### src/rtl/data_memory_arbiter.sv
// Two-master round-robin arbiter for a single synchronous data memory.
// Read data returns to its owner READ_LATENCY cycles after the grant, through a tag pipeline.
module data_memory_arbiter #(
    parameter int unsigned READ_LATENCY = 1
) (
    input  logic        clk,
    input  logic        rst_n,

    input  logic        m0_req,
    input  logic [3:0]  m0_we,
    input  logic [31:0] m0_addr,
    input  logic [31:0] m0_wdata,
    output logic        m0_gnt,
    output logic        m0_rvalid,
    output logic [31:0] m0_rdata,

    input  logic        m1_req,
    input  logic [3:0]  m1_we,
    input  logic [31:0] m1_addr,
    input  logic [31:0] m1_wdata,
    output logic        m1_gnt,
    output logic        m1_rvalid,
    output logic [31:0] m1_rdata,

    output logic [3:0]  MemWriteEnable,
    output logic [31:0] addr_out,
    output logic [31:0] data_out,
    input  logic [31:0] data_in
);

    // Set when master 1 received the most recent grant; reset value lets master 0 win first.
    logic                    r_last_m1;
    logic [READ_LATENCY-1:0] r_tag_valid;
    logic [READ_LATENCY-1:0] r_tag_owner;

    logic w_gnt0;
    logic w_gnt1;
    logic w_any_gnt;
    logic w_read;
    logic w_ret_valid;
    logic w_ret_owner;
    logic w_unused_addr_lsbs;

    assign w_gnt0    = m0_req & (~m1_req | r_last_m1);
    assign w_gnt1    = m1_req & (~m0_req | ~r_last_m1);
    assign w_any_gnt = w_gnt0 | w_gnt1;

    assign m0_gnt = w_gnt0;
    assign m1_gnt = w_gnt1;

    assign w_read = (w_gnt0 & (m0_we == 4'h0)) | (w_gnt1 & (m1_we == 4'h0));

    always_comb begin
        MemWriteEnable = 4'h0;
        addr_out       = 32'h0;
        data_out       = 32'h0;
        if (w_gnt0) begin
            MemWriteEnable = m0_we;
            addr_out       = {m0_addr[31:2], 2'b00};
            data_out       = m0_wdata;
        end else if (w_gnt1) begin
            MemWriteEnable = m1_we;
            addr_out       = {m1_addr[31:2], 2'b00};
            data_out       = m1_wdata;
        end
    end

    assign w_unused_addr_lsbs = ^{m0_addr[1:0], m1_addr[1:0]};

    always_ff @(posedge clk or negedge rst_n) begin
        if (!rst_n) begin
            r_last_m1 <= 1'b1;
        end else if (w_any_gnt) begin
            r_last_m1 <= w_gnt1;
        end
    end

    // Every cycle shifts; only read grants enter as valid, so writes never produce a return.
    always_ff @(posedge clk or negedge rst_n) begin
        if (!rst_n) begin
            r_tag_valid <= '0;
            r_tag_owner <= '0;
        end else begin
            r_tag_valid[0] <= w_read;
            r_tag_owner[0] <= w_gnt1;
            for (int i = 1; i < int'(READ_LATENCY); i++) begin
                r_tag_valid[i] <= r_tag_valid[i-1];
                r_tag_owner[i] <= r_tag_owner[i-1];
            end
        end
    end

    assign w_ret_valid = r_tag_valid[READ_LATENCY-1];
    assign w_ret_owner = r_tag_owner[READ_LATENCY-1];

    assign m0_rvalid = w_ret_valid & ~w_ret_owner;
    assign m1_rvalid = w_ret_valid & w_ret_owner;
    assign m0_rdata  = m0_rvalid ? data_in : 32'h0;
    assign m1_rdata  = m1_rvalid ? data_in : 32'h0;

endmodule
### config.mk
export PLATFORM = sky130hd
export DESIGN_NAME = data_memory_arbiter
export DESIGN_NICKNAME = d
export VERILOG_FILES = /design/src/rtl/data_memory_arbiter.sv
export SDC_FILE = /design/constraint.sdc
export NUM_CORES = 1
export LEC_CHECK = 0
export ABC_AREA = 1
export BUFFER_PORTS_ARGS = -buffer_cell sky130_fd_sc_hd__buf_2
export CAP_MARGIN = 40
export CORE_AREA = 10 10 110 112
export CTS_BUF_LIST = sky130_fd_sc_hd__clkbuf_4
export CTS_CLUSTER_DIAMETER = 150
export DETAILED_ROUTE_END_ITERATION = 8
export DIE_AREA = 0 0 120 122
export GPL_ROUTABILITY_DRIVEN = 0
export SYNTH_ARGS = -nofsm -noshare
export SYNTH_HDL_FRONTEND = slang
export SYNTH_SLANG_ARGS = --single-unit
export TNS_END_PERCENT = 5
### constraint.sdc
create_clock -name clk -period 1.8 [get_ports clk]
set_input_delay 0 -clock clk [delete_from_list [all_inputs] [get_ports clk]]
set_output_delay 0 -clock clk [all_outputs]
set_load 0.1 [all_outputs]
* Yosys cells after proc, flatten, opt, wreduce, memory -nomap -nowiden
Cells that the tools add are included.
Word-level totals: register bits 3, bits in latches 0, bits in writable memories 0, ROM bits 0, output and inout port bits 136, logic and storage cells 27, memories 0
Cells by class: $add $sub $neg 0, $mul 0, divide/modulo/power cells 0, $lt $le $gt $ge 0, equality and inequality tests 0, shift operators 0, multiplexer cells 8, bitwise logic cells 14, reductions and logical operators 2
Operators by type and width (count):
- $mux 32 | 6
- $logic_not 4->1 | 2
- $mux 4 | 2
- $and 1x1->1 | 6
- $not 1->1 | 4
- $or 1x1->1 | 4

* Depth between registers and ports, before layout
Gate-level depths: netlist of the first run.
depth in word-level cells 5, mapped depth 7, mapped depth without buffers 5

* Worst setup path after synthesis of the first run
Ideal clock, no wire load.
path type reg-to-output, start point reg r_tag_owner, end point out m0_rdata[22], data arrival time 2.123 ns, data required time 1.800 ns, setup slack -0.323 ns, cell stages (with the launch flop) 5, path buffers 2, path through dfrtp_1 > or2_1 > clkbuf_1 > buf_2 > nor2_1
On the way: longest elaborated chain between the ends 3
Ends and longest elaborated chain:
- from (decl) | RTL line 34 | logic [READ_LATENCY-1:0] r_tag_owner;
- from (signal, indexed assignment) | RTL line 88 | r_tag_owner[i] <= r_tag_owner[i-1];
- $not 1->1 | RTL line 96 | assign m0_rvalid = w_ret_valid & ~w_ret_owner;
- $and 1x1->1 | RTL line 96
- $mux 32 | RTL line 98 | assign m0_rdata = m0_rvalid ? data_in : 32'h0;
- to (decl) | RTL line 15 | output logic [31:0] m0_rdata,
No other way between the ends.

* Final worst setup path of the first run
start point in m0_req, end point out addr_out[31]
On the way: longest elaborated chain between the ends 5, elaborated cells between the ends (all ways) 6, classes of those cells mux: 2; bitwise: 4
Ends and longest elaborated chain:
- from (decl) | RTL line 9 | input logic m0_req,
- $not 1->1 | RTL line 45 | assign w_gnt1 = m1_req & (~m0_req | ~r_last_m1);
- $or 1x1->1 | RTL line 45
- $and 1x1->1 | RTL line 45
- $mux 32 | RTL line 61 | end else if (w_gnt1) begin
- $mux 32 * | RTL line 57 | if (w_gnt0) begin
- to (decl) | RTL line 26 | output logic [31:0] addr_out,
Every way passes the cells marked *; elsewhere a longest branch is shown, timed or not.

==> results.py, run 1 <==
metrics = {
    "critical_path": {
        "cp-end-kind": "primary output",
        "cp.required_ns": 1.80,
        "criticalPathCategory": "in -> out",
        "cp-start-kind": "primary input",
        "path_max_fanout": 29,
        "arrival_ns": 1.72,
    },
    "sta": {
        "finClkSkew_ns": 0.0173,
        "final.min_clock_period_ns": 1.72,
        "setup_viol": 0,
        "min_period_over_period_pct": 95.6,
        "layout_setup_ws_ns": 0.0800,
        "final_max_slew_viol_count": 0,
        "holdWs_ns": 0.0562,
        "rsz0062_at_grt": "true",
        "max_freq_mhz": 581,
        "hold_viol": 0,
    },
    "clocking": {
        "clock_path_buffers": 2,
        "clockRootBuffer": "clkbuf_4",
        "cts_max_level": 1,
        "clock-sinks": 3,
        "path_clk_slew_ns": 0.05,
        "clock_latency_ns": 0.25,
        "cts_buffers": 3,
        "cts_tree": "built",
    },
    "grt": {
        "grt_usage_pct": 14.2,
        "overflow": 0,
        "antenna_found_initial": 1,
        "grt_start_max_net_pins": 59,
        "grt_pass1_wl_um": 16800,
        "grt_pass1_vias": 3010,
    },
    "yosys": {
        "yosys_warnings": 0,
        "ys_seq_area_share_pct": 5.28,
        "synth_cell_types": 13,
        "netlist_area_um2": 1450,
        "avgSynthCellArea_um2": 4.13,
        "synthCells": 350,
        "ys_seq_elements": 3,
    },
    "pwr": {
        "peakVddDrop_mv": 0.467,
        "p_leak_nw": 2.95,
        "p_per_area_nw_per_um2": 564,
    },
    "detailed_routing": {
        "via_count": 3034,
        "drtAntennaViolNets": 0,
        "finalWirelength_um": 11800,
        "viasPerCell": 3.88,
        "drt_iter0_markers": 98,
        "first_pass_iters": 4,
        "post-route-drc-count": 0,
        "wire_per_inst_um": 15.1,
    },
    "floorplan": {
        "ios": 308,
        "dieArea_um2": 14600,
        "row_count": 37,
        "core-area_um2": 10000,
        "die_y_um": 122,
        "dieWidth_um": 120,
        "start_util_pct": 14.4,
    },
    "cells_and_area": {
        "area_delta_synth_final_pct": 259,
        "final_area_um2": 5190,
        "nNetsFinal": 818,
        "mostFrequentLayoutCells": "nand2_1 (210), buf_2 (168), buf_12 (136)",
        "seq_area_um2": 76.3,
        "drive_above_1_share_pct": 49.8,
        "final_common_cell": "nand2_1",
        "utilization_pct": 51.7,
        "multi_input_area_um2": 1070,
        "fillers": 966,
    },
    "placement": {
        "pre_cts_slack_ns": 0.266,
        "dpl_cell_area_um2": 5070,
        "port_buffers": 301,
        "dpl.hpwl_um": 10700,
    },
    "run": {
        "drv_cap": 0,
    },
    "min_path": {
        "hold_path_class": "in -> reg",
    },
    "run_status": {
        "status": "completed",
    },
}
## through the flow
| stage | setup TNS (ns) | total power [mW] | cells |
|---|---|---|---|
| final | 0 | 2.93 | 782 |
| after global routing | -0.00672 | 3.05 | 781 |
| after CTS | 0 | 2.92 | 777 |
| after detailed placement | 0 | 2.77 | 771 |
| after global placement | 0 | 2.75 | 771 |
| after floorplan | -14.05 | 1.68 | 351 |
## synthesized netlist by cell type
cell type	n	area, um^2
o21ai_2	1	8.76
dfrtp_1	2	50.1
nor2_1	66	248
inv_2	2	7.51
inv_1	43	161
or2_1	1	6.26
buf_2	11	55.1
nand2_1	210	788
clkbuf_1	4	15.0
buf_4	4	30.0
dfstp_2	1	26.3
buf_6	4	45.0
conb_1	1	3.75
## routing by layer
| layer | up-vias | global-route usage (%) | share of wire (%) |
|---|---|---|---|
| met1 | 1286 | 14.8 | 36 |
| met5 | - | 0 | 0 |
| li1 | 1574 | - | - |
| met2 | 172 | 26.7 | 53 |
| met3 | 2 | 6.71 | 11 |
| met4 | 0 | 0.754 | 0.28 |
## layout make-up
type | instances | share of cell area, %
multi-input cells | 280 | 20.6
repair buffers | 313 | 70.7
inverters | 45 | 3.30
diodes | 1 | 0.0482
clock buffers | 4 | 0.578
flip-flops and latches | 3 | 1.47
well taps | 136 | 3.28
## power by group
part           leakage, nW  internal, mW  switching, mW
Combinational         2.89         0.919           1.79
Sequential          0.0366        0.0742        0.00219
Clock               0.0184        0.0989         0.0462
## worst max-delay path, stage by stage
cell and delay, ns:
dlygate4sd3_1 0.53, buf_2 0.13, nand2_1 0.11, nand2_1 0.12
inv_4 0.19, clkbuf_16 0.25, nand2_1 0.06, nand2_1 0.12
buf_12 0.19
## state kept, by name (all words and copies together) (netlist names)
name	cells
r_last_m1	1
r_tag_valid	1
r_tag_owner	1
## final timing paths
check / from / end / slack (ns) / cells past startpoint
min reg2reg: r_last_m1 / r_last_m1 / 0.47 / 2
max reg2reg: r_last_m1 / r_tag_valid / 0.42 / 6
min in group asynchronous: rst_n / r_tag_owner / 0.13 / 2
max: m0_req / addr_out[31] / 0.08 / 9
max in group asynchronous: rst_n / r_last_m1 / 1.47 / 2
min: m1_req / r_last_m1 / 0.06 / 3
## cells by family (layout without fill, tap and decap cells)
group / after synthesis / in the layout / share of synthesized area [%]
other: 1 / 3 / 0.259
AO/OA/AOI/OAI: 1 / 1 / 0.606
flip-flops: 3 / 3 / 5.28
AND/OR/NAND/NOR: 277 / 277 / 72.1
buffers and inverters: 68 / 362 / 21.7
## repair_timing
| action | 4_1_cts | 5_1_grt |
|---|---|---|
| endpoints found under the setup margin | 1 | 79 |
| pin swaps | 0 | 1 |
| hold buffers | 2 | 0 |
| resized for setup | 1 | 3 |
| endpoints found under the hold margin | 4 | 0 |
| cloned | 0 | 1 |
| setup buffers | 0 | 3 |
No activity file was read; power rests on OpenSTA's default activity.
==> run 2: changes to the inputs <==
Settings changed: BUFFER_PORTS_ARGS -buffer_cell sky130_fd_sc_hd__buf_2 to default, CORE_AREA 10 10 110 112 to 10 10 111 113, DIE_AREA 0 0 120 122 to 0 0 121 123, DONT_BUFFER_PORTS from default to 1, PLACE_DENSITY_LB_ADDON from default to 0.25.
==> results.py, run 2 (synthesis results as in run 1) <==
metrics = {
    "critical_path": {
        "regToRegSetupSlack_ns": 0.40,
        "cp-start-kind": "flip-flop",
        "worstReg2RegEnd": "r_last_m1",
        "criticalPathCategory": "reg -> out",
        "arrival_ns": 1.68,
        "cp.required_ns": 1.80,
        "path_max_fanout": 68,
        "cp-end-kind": "primary output",
        "r2r-start": "r_last_m1",
        "worstRegToRegCells": 4,
    },
    "floorplan": {
        "ios": 308,
        "die_y_um": 123,
        "core-area_um2": 10100,
        "row_count": 37,
        "start_util_pct": 14.3,
        "dieArea_um2": 14900,
        "dieWidth_um": 121,
    },
    "cells_and_area": {
        "diodes": 0,
        "area_delta_synth_final_pct": 206,
        "multi_input_area_um2": 1230,
        "reg.largest.list": "r_last_m1: 1 flops, r_tag_owner: 1 flops, r_tag_valid: 1 flops",
        "mostFrequentLayoutCells": "nand2_1 (209), buf_12 (134), nor2_2 (64)",
        "seq_area_um2": 76.3,
        "final_common_cell": "nand2_1",
        "nNetsFinal": 647,
        "utilization_pct": 43.6,
        "final_cells": 610,
        "drive_above_1_share_pct": 44.9,
        "fillers": 984,
    },
    "clocking": {
        "postCtsResizedCells": 0,
        "clock_latency_ns": 0.24,
        "postCtsHoldBufs": 3,
        "post_cts_buffers": 0,
        "cts_buffers": 3,
        "path_clk_slew_ns": 0.04,
        "clock_path_buffers": 2,
        "cts_tree": "built",
        "clockRootBuffer": "clkbuf_4",
        "cts_max_level": 1,
        "clock-sinks": 3,
    },
    "detailed_routing": {
        "drtAntennaViolNets": 0,
        "wire_per_inst_um": 16.6,
        "finalWirelength_um": 10100,
        "first_pass_iters": 4,
        "via_count": 2496,
        "drt_iter0_markers": 127,
        "viasPerCell": 4.09,
        "post-route-drc-count": 0,
    },
    "sta": {
        "max_freq_mhz": 594,
        "setup_viol": 0,
        "rsz0062_at_grt": "false",
        "final.min_clock_period_ns": 1.68,
        "finClkSkew_ns": 0.00183,
        "final_max_slew_viol_count": 0,
        "min_period_over_period_pct": 93.5,
        "hold_viol": 0,
    },
    "placement": {
        "port_buffers": 0,
        "dp_cells": 603,
        "dpl.hpwl_um": 9310,
    },
    "run_status": {
        "status": "completed",
    },
    "grt": {
        "overflow": 0,
        "antenna_found_initial": 0,
        "grt_start_max_net_pins": 69,
        "grt_pass1_wl_um": 14600,
        "grt_pass1_vias": 2710,
        "grt_usage_pct": 12.0,
    },
    "pwr": {
        "peakVddDrop_mv": 0.476,
        "p_per_area_nw_per_um2": 612,
        "p_leak_nw": 2.24,
    },
    "min_path": {
        "hp-start": "m0_we[0]",
        "hold_end": "r_tag_valid",
        "hold_path_class": "in -> reg",
        "holdPathStages": 5,
    },
    "run": {
        "drv_cap": 0,
    },
}
-- run 2: routing by layer --
metal  vias to the layer above  share of wire (%)  global-route usage [%]
met1                      1083                 34                    11.9
li1                       1228                  -                       -
met5                         -                  0                       0
met4                         0               0.66                    1.13
met3                         4                 12                    5.97
met2                       181                 54                    22.9
-- run 2: worst max path at each step --
stage	start	endpoint	slack, ns
after global routing	r_last_m1	data_out[31]	0.006
after detailed placement	r_last_m1	data_out[5]	0.37
after global placement	r_last_m1	data_out[5]	0.41
after CTS	r_last_m1	data_out[5]	0.10
final	r_last_m1	data_out[31]	0.12
after floorplan	r_tag_owner	m0_rdata[22]	-0.32
-- run 2: critical path: stages (launching register included) --
cell,delay (ns)
dfstp_2,0.52
nand2_1,0.10
o21ai_4,0.09
buf_12,0.27
nand2_1,0.09
nand2_1,0.15
buf_12,0.19
-- run 2: per-stage QoR --
stage / hold slack (ns) / area [um^2] / power (mW) / setup TNS [ns] / setup slack, ns
floorplan: -0.296 / 1450 / 1.68 / -14.05 / -0.323
global placement: -0.295 / 4360 / 2.56 / 0 / 0.406
detailed placement: -0.295 / 4360 / 2.58 / 0 / 0.374
CTS: 0.0285 / 4420 / 2.73 / 0 / 0.105
global route: 0.0324 / 4420 / 2.80 / 0 / 0.00611
finish: 0.0143 / 4420 / 2.71 / 0 / 0.117
-- run 2: area by class of cell --
class	instances	share of cell area [%]
timing repair buffer	142	62.2
multi-input combinational	280	27.8
tap	136	3.85
inverter	45	3.82
sequential	3	1.73
clock buffer	4	0.679
-- run 2: power by group --
group          switching (mW)  total (mW)  internal, mW
sequential            0.00290      0.0774        0.0745
clock                  0.0394       0.138        0.0984
combinational            1.73        2.49         0.760
total                    1.77        2.71         0.933
